<file path="src/rtl/serial_subtractor.sv">
// Bit-serial two's-complement subtractor, d = x - y - bin, one bit per cycle LSB first.
// Optional signed-overflow output enabled by defining SERIAL_SUB_OVF_EN.
module serial_subtractor #(
  parameter int WIDTH = 8
) (
  input  logic             clk,
  input  logic             rst,
  input  logic             in_valid,
  output logic             in_ready,
  input  logic [WIDTH-1:0] x,
  input  logic [WIDTH-1:0] y,
  input  logic             bin,
  output logic             out_valid,
  input  logic             out_ready,
  output logic [WIDTH-1:0] d,
  output logic             bout
`ifdef SERIAL_SUB_OVF_EN
  ,
  output logic             ovf
`endif
);

  localparam int CW = $clog2(WIDTH + 1);

  typedef enum logic [1:0] {
    IDLE,
    RUN,
    DONE
  } state_t;

  state_t           state;
  state_t           state_next;
  logic             rst_q;
  logic [WIDTH-1:0] x_sr;
  logic [WIDTH-1:0] y_sr;
  logic [WIDTH-1:0] d_sr;
  logic [WIDTH-1:0] d_next;
  logic             borrow;
  logic             borrow_next;
  logic [CW-1:0]    cnt;
  logic             xi;
  logic             yi;
  logic             di;
  logic             last_bit;
  logic             accept;

  assign xi          = x_sr[0];
  assign yi          = y_sr[0];
  assign di          = xi ^ yi ^ borrow;
  assign borrow_next = (~xi & yi) | (~xi & borrow) | (yi & borrow);
  assign last_bit    = (cnt == CW'(WIDTH - 1));
  assign d_next      = (d_sr >> 1) | (WIDTH'(di) << (WIDTH - 1));
  assign d           = d_sr;

  // rst_q keeps in_ready low while reset is asserted, even once the state is already IDLE.
  always_ff @(posedge clk) begin
    if (rst) begin
      state <= IDLE;
      rst_q <= 1'b1;
    end else begin
      state <= state_next;
      rst_q <= 1'b0;
    end
  end

  always_comb begin
    state_next = state;
    in_ready   = 1'b0;
    out_valid  = 1'b0;
    accept     = 1'b0;
    case (state)
      IDLE: begin
        in_ready = ~rst_q;
        if (in_valid && !rst_q) begin
          accept     = 1'b1;
          state_next = RUN;
        end
      end
      RUN: begin
        if (last_bit) state_next = DONE;
      end
      DONE: begin
        out_valid = 1'b1;
        if (out_ready) state_next = IDLE;
      end
      default: state_next = IDLE;
    endcase
  end

  // Result bits enter from the MSB side so d is already aligned once the last bit lands.
  always_ff @(posedge clk) begin
    if (rst) begin
      x_sr   <= '0;
      y_sr   <= '0;
      d_sr   <= '0;
      borrow <= 1'b0;
      cnt    <= '0;
      bout   <= 1'b0;
`ifdef SERIAL_SUB_OVF_EN
      ovf    <= 1'b0;
`endif
    end else if (accept) begin
      x_sr   <= x;
      y_sr   <= y;
      borrow <= bin;
      cnt    <= '0;
    end else if (state == RUN) begin
      x_sr   <= x_sr >> 1;
      y_sr   <= y_sr >> 1;
      d_sr   <= d_next;
      borrow <= borrow_next;
      cnt    <= cnt + CW'(1);
      if (last_bit) begin
        bout <= borrow_next;
`ifdef SERIAL_SUB_OVF_EN
        ovf  <= (xi != yi) && (di != xi);
`endif
      end
    end
  end

endmodule

</file>
<file path="config.mk">
export PLATFORM = sky130hd
export DESIGN_NAME = serial_subtractor
export DESIGN_NICKNAME = d
export VERILOG_FILES = /design/src/rtl/serial_subtractor.sv
export SDC_FILE = /design/constraint.sdc
export NUM_CORES = 1
export LEC_CHECK = 0
export ABC_AREA = 1
export BUFFER_PORTS_ARGS = -buffer_cell sky130_fd_sc_hd__buf_2
export CAP_MARGIN = 40
export CORE_MARGIN = 2
export CORE_UTILIZATION = 23
export DETAILED_ROUTE_END_ITERATION = 10
export GPL_TIMING_DRIVEN = 0
export PLACE_DENSITY = 0.45
export SLEW_MARGIN = 20
export SYNTH_ARGS = -nofsm -noshare
export SYNTH_HDL_FRONTEND = slang
export SYNTH_SLANG_ARGS = --single-unit
</file>
<file path="constraint.sdc">
create_clock -name clk -period 2.1 [get_ports clk]
set_input_delay 0.315 -clock clk [delete_from_list [all_inputs] [get_ports clk]]
set_output_delay 0.315 -clock clk [all_outputs]
set_load 0.03 [all_outputs]
</file>
# Yosys cells after proc, flatten, opt, wreduce, memory -nomap -nowiden
# Index checks and enable logic that the tools add are counted.
# op_classes
div_mod_pow	0
addsub	1
bitwise	11
n_lt_le_gt_ge	0
n_reduce_logical	8
eq_ne	6
mux	15
n_mul	0
shifts	0
# ops
cell	n
2-to-1 mux 8 bit	4
OR 7 x 8 -> 8 bit	1
2-to-1 mux 1 bit	7
2-to-1 mux 2 bit	3
inequality test 2 bit, second input constant	3
case mux 2 bit (3 select lines)	1
AND reduction 3 bit	2
adder 4 x 1 -> 4 bit, second input constant	1
equality test 4 x 3 -> 1 bit, second input constant	1
AND 1 bit	3
NOT 1 bit	3
equality test 2 x 1 -> 1 bit, second input constant	1
equality test 2 bit, second input constant	1
zero test 2 bit	1
OR 1 bit	2
AND reduction 2 bit	1
nonzero test 2 bit	1
OR reduction 2 bit	1
XOR 1 bit	2
logical AND 1 bit	1
zero test 1 bit	1
# totals
ramBits	0
memories	0
inputBits	21
out_inout_bits	11
romBits	0
latch_bits	0
ff_bits	33

# Longest topological paths before layout
# Gate-level depths: netlist of the first run.
# depth
depth_word	6
mapped_depth	7
depth_no_buf	6

# Worst setup path after synthesis of the first run
# OpenSTA, ideal clock, no wires.
# synth_timing
path_kind	reg2out
startpoint	register state[1]
endpoint	output port in_ready
path_buffers	0
arrival_time_ps	1087
path_slack_ps	698
required_ps	1785
path_stages_with_launch	2
cell_sequence	dfxtp_1 -> nor3_1
# synth_between
elab_chain_len	2
# synth_lines
item	line	text
from (decl)	31	state_t state;
from (signal assigned)	61	state <= state_next;
zero test 2 bit	71	case (state)
2-to-1 mux 1 bit	71	
to (decl)	9	output logic in_ready,
# Every way passes these cells.

# Final worst setup path of the first run
# layout_timing
startpoint	register state[1]
endpoint	output port out_valid
# layout_between
elab_chain_len	2
# layout_lines
item	line	text
equality test 2 bit	71	
2-to-1 mux 1 bit	71	
to (decl)	13	output logic out_valid,
# Every way passes these cells.

==> results.cfg, run 1 <==
[run_status]
outcome = complete, no violations

[cts]
cts_tree = done
ctsLongestPathBuffers = 2
clkLatencyLatePin_ns = 0.29
cts_resized = 0
clkTransAtPathRegs_ns = 0.07
cts.sinks = 33
clockRootBuffer = clkbuf_8
cts_buffers = 5
htree_levels = 2
ctsHoldBuffers = 0
postCtsSetupBuffers = 0

[yosys]
yosysSeqAreaShare = 0.435
syn-num-nets = 228
synth_largest_area_cell = dfxtp_1
synthArstFlopShare = 0
yosysTopAreaCellShare = 0.435
synth_edf_count = 0
yosys_warnings = 0
postSynthAreaPerCell_um2 = 7.40
ys_ff_latch = 33
synth_cell_types = 21
synth_area_leaders = dfxtp_1 (44%), nand2_1 (13%), nand3_1 (8.2%)
synth-main-ff-cell = dfxtp_1
netlist_instances = 205
netlist_area_um2 = 1520

[final_layout]
final_net_count = 266
diodes = 0
syn_to_final_growth_pct = 24.2
utilization = 0.297
n_fill_cell = 712
drive_above_1_share = 0.221

[worst_setup_path]
path_class = flop to primary output
cp_slowest_stage_delay_ns = 0.47
crit_slowest_cell = dfxtp_1
end_kind = primary output
path_cells = inv_2 > nor2_1 > buf_2
crit_path_start_kind = flop
critPathTopFamily = flip-flops
required_ns = 1.78
crit_fanout = 4
worstPathArrival_ns = 1.16
critPathBufInv = 2

[route]
postRouteAntennaNets = 0
vias = 1434
drt_iter0_drc = 54
viasPerCell = 4.47
drt-wirelength-per-cell_um = 11.9
first_pass_iters = 4
drc = 0
drt_wl_total_um = 3830

[timing]
fin_crit_ns = 1.48
slew_headroom = 0.667
skew_ns = 0.00664
setup_violations = 0
drv_slew = 0
period_share = 0.704
rsz0062_at_grt = no
worst_pin_slew_ns = 0.500
fmax_mhz = 676
hold_viol = 0
setup-tns-final_ns = 0

[grt]
grt_pass1_vias = 1350
antenna_found_initial = 0
grt_pass1_wl_um = 6300
grt_overflow = 0
grt_usage = 0.112
grt_max_degree = 11

[worst_hold_path]
hp-class = input pin to flop

[placement]
dp_hpwl_um = 2730
gp_congestion = 0.734
numPortBuffers = 31

[die]
start_util = 0.239
num_rows = 29
dieArea_um2 = 7260
core-area_um2 = 6350
die_x_um = 85.2
io_pins = 32
die_h_um = 85.2

[power_and_ir_drop]
power_leakage_nw = 0.819
irDropWorstVdd_v = 0.000303
power_density_nw_per_um2 = 812

[flow_run]
max_cap_viol_count = 0
-- cell families (layout without fill, tap and decap cells) --
| logic type | count (synthesis) | after routing | synth area share |
|---|---|---|---|
| buffers and inverters | 24 | 63 | 0.0874 |
| AND/OR/NAND/NOR | 114 | 114 | 0.348 |
| flip-flops | 33 | 33 | 0.435 |
| adder cells (fa/ha/maj) | 2 | 2 | 0.0214 |
| AO/OA/AOI/OAI | 31 | 31 | 0.102 |
| XOR/XNOR | 1 | 1 | 0.00577 |
-- per-stage QoR --
step	instance area, um^2	total power, mW	setup WS [ns]	hold slack (ns)	instances
after detailed placement	1770	0.929	0.612	0.456	313
after global placement	1770	0.928	0.609	0.452	313
final	1890	1.53	0.621	0.172	321
after CTS	1890	1.56	0.573	0.165	321
after floorplan	1520	0.855	0.698	0.343	205
after global routing	1890	1.62	0.502	0.181	321
-- layout make-up --
class	instances	area, um^2	area share
multi-input cells	148	724	0.384
repair buffers	31	155	0.0823
inverters	12	45.0	0.0239
plain buffers	12	87.6	0.0464
clock inverters	1	30.0	0.0159
flip-flops and latches	33	661	0.350
well taps	77	96.3	0.0511
clock buffers	7	86.3	0.0458
-- layer usage --
metal	up-vias	routed length, um	track usage
met5	-	0	0
met4	0	72	0.0519
met3	8	212	0.0311
met2	33	1690	0.176
met1	649	1860	0.143
li1	744	-	-
-- synth_stat cells, drive strengths merged, types with 2 or more instances --
library cell   n
nand3b        11
nand2         52
a21oi         22
dfxtp         33
inv           12
o21ai          9
nand3         25
buf           10
clkbuf         2
nor2          22
nor3           3
-- worst paths after layout --
check	start	end	slack (ns)	cells after the start
hold reg to reg	bout$_SDFFE_PP0P_	bout$_SDFFE_PP0P_	0.46	2
setup reg to reg	rst_q$_DFF_P_	x_sr[2]$_SDFFE_PP0P_	0.70	5
setup / recovery	state[1]$_SDFFE_PP0P_	out_valid	0.62	3
hold / removal	rst	rst_q$_DFF_P_	0.17	1
-- flip-flops by register name (all words and copies together) (netlist names) --
name	count
x_sr	8
state	2
rst_q	1
y_sr	8
bout	1
cnt	4
d	8
borrow	1
-- layout by cell type (no fill, tap or decap), drive strengths merged --
cell type,count
a21oi,22
buf,41
bufinv,1
clkbuf,9
dfxtp,33
fa,1
ha,1
inv,12
nand2,52
nand3,25
nand3b,11
nor2,22
nor3,3
nor3b,1
o21ai,9
xor2,1
-- report_power, final --
part           total [mW]  leakage [nW]  switching (mW)  internal [mW]
logic               0.223         0.490           0.139         0.0840
clock network       0.621        0.0585           0.234          0.387
registers           0.688         0.270          0.0234          0.665
Power figures use the tool's default switching activity.
==> run 2, diff against run 1 <==
--- a/config.mk
+++ b/config.mk
@@ -12,7 +12,7 @@
 export CORE_UTILIZATION = 23
 export DETAILED_ROUTE_END_ITERATION = 10
 export GPL_TIMING_DRIVEN = 0
-export PLACE_DENSITY = 0.45
+export PLACE_DENSITY = 0.47
 export SLEW_MARGIN = 20
 export SYNTH_ARGS = -nofsm -noshare
 export SYNTH_HDL_FRONTEND = slang
==> constraint.sdc (replaced) <==
create_clock -name clk -period 1.2 [get_ports clk]
set_input_delay 0.18 -clock clk [delete_from_list [all_inputs] [get_ports clk]]
set_output_delay 0.18 -clock clk [all_outputs]
set_load 0.03 [all_outputs]
==> results.cfg, run 2 (synthesized netlist as in run 1, its figures left out) <==
[power_and_ir_drop]
power_leakage_nw = 0.873
finalPower_mw = 2.75
switching_share = 0.263
p_sw_mw = 0.723
combPwrFrac = 0.161
p_seq_frac = 0.440
power_density_nw_per_um2 = 1360
irDropWorstVdd_v = 0.000585
cellInternalPower_mw = 2.02
clkPwrFrac = 0.400

[route]
top_layer = met4
drt-wirelength-per-cell_um = 12.2
drt_iter0_drc = 48
wl_met2_um = 1710
first_pass_iters = 4
postRouteAntennaNets = 0
drt_wl_total_um = 4040
vias = 1447
wirelength_met1_um = 2080
drc = 0
route.met3.wl_um = 186
viasPerCell = 4.38

[final_layout]
drive_above_1_share = 0.304
syn_to_final_growth_pct = 33.3
n_fill_cell = 702
multi_input_area_um2 = 763
diodes = 0
regArea_um2 = 672
final_cell_mix = nand2_1 (49), buf_2 (30), dfxtp_1 (28)
final_net_count = 275
utilization = 0.319
final_common_cell = nand2_1

[timing]
drv_slew = 0
hold_viol = 0
layout_setup_ws_ns = 0.0404
slew_headroom = 0.641
rsz0062_at_grt = yes
worst_pin_slew_ns = 0.538
fin_crit_ns = 1.16
skew_ns = 0.00781
period_share = 0.966
fmax_mhz = 862
setup_violations = 0

[cts]
clockRootBuffer = clkbuf_8
clkLatencyLatePin_ns = 0.29
htree_levels = 2
cts_buffers = 5
ctsLongestPathBuffers = 2
ctsHoldBuffers = 0
clkTransAtPathRegs_ns = 0.07
cts.sinks = 33
cts_tree = done

[flow_run]
max_cap_viol_count = 0

[worst_setup_path]
required_ns = 1.02
r2r_cells = 7
cp_slowest_stage_delay_ns = 0.37
path_cells = nor3_2 > buf_4
crit_fanout = 5
path_class = flop to primary output
crit_slowest_cell = dfxtp_4
worstPathArrival_ns = 0.98
end_kind = primary output
crit_path_start_kind = flop

[placement]
numPortBuffers = 31
dp_slack_ns = -0.178
gp_congestion = 0.722
dp_hpwl_um = 2730

[die]
die_h_um = 85.2
num_rows = 29
dieArea_um2 = 7260
core-area_um2 = 6350
die_x_um = 85.2
io_pins = 32
start_util = 0.239

[run_status]
outcome = complete, no violations

[grt]
grt_max_degree = 11
antenna_found_initial = 0
grt_pass1_vias = 1324
grt_usage = 0.113
grt_overflow = 0
grt_pass1_wl_um = 6390

[worst_hold_path]
min_path_cells = 1
hp-class = input pin to flop
-- run 2: cell count changes in the layout (fill, tap and decap cells not counted), moves of 3 or more --
cell,previous run,this run
a21oi_1,22,19
dfxtp_1,33,28
a21oi_2,0,3
buf_4,2,15
dfxtp_2,0,3
buf_2,35,30
-- run 2: layout make-up --
type                            count  area share
Multi-Input combinational cell    148       0.377
Tap cell                           77      0.0476
Sequential cell                    33       0.332
Inverter                           12      0.0223
Buffer                             12      0.0489
Clock buffer                        7      0.0427
Clock inverter                      1      0.0148
Timing Repair Buffer               40       0.114
-- run 2: metal layers --
layer  track usage  vias up
li1              -      764
met3        0.0302        7
met1         0.160      643
met5             0        -
met2         0.166       33
met4        0.0390        0
-- run 2: power groups by stage --
stage	sequential (mW)	combinational, mW	clock, mW
floorplan	1.26	0.234	0
global placement	1.23	0.393	0
detailed placement	1.23	0.394	0
CTS	1.20	0.415	1.12
global route	1.22	0.491	1.16
finish	1.21	0.442	1.10
-- run 2: critical path, delay by kind of cell (launching register included) --
kind / cells / cell delay [ns]
buffers and inverters: 1 / 0.18
and+or+nand+nor: 1 / 0.15
DFF: 1 / 0.37
-- run 2: what timing repair did --
| action | CTS | global route |
|---|---|---|
| setup endpoints to repair | 34 | 26 |
| resized for setup | 9 | 17 |
| gates cloned | 0 | 1 |
| setup buffers | 3 | 5 |
| pin swaps | 3 | 4 |
-- run 2: path summary, 6_finish.rpt --
check / endpoint / from / slack [ns]
worst max register to register: x_sr[6]$_SDFFE_PP0P_ / state[0]$_SDFFE_PP0P_ / 0.04
worst min-delay path: rst_q$_DFF_P_ / rst / 0.04
worst max-delay path: in_ready / state[0]$_SDFFE_PP0P_ / 0.04
worst min register to register: bout$_SDFFE_PP0P_ / bout$_SDFFE_PP0P_ / 0.48
-- run 2: per-stage QoR --
step | area, um^2 | instances | hold slack [ns] | TNS [ns]
2_1_floorplan | 1530 | 205 | 0.208 | 0
3_3_place_gp | 1780 | 313 | 0.333 | -2.66
3_5_place_dp | 1780 | 313 | 0.334 | -2.99
4_1_cts | 1940 | 324 | 0.0356 | 0
5_1_grt | 2020 | 330 | 0.0469 | -0.511
6_report | 2020 | 330 | 0.0402 | 0
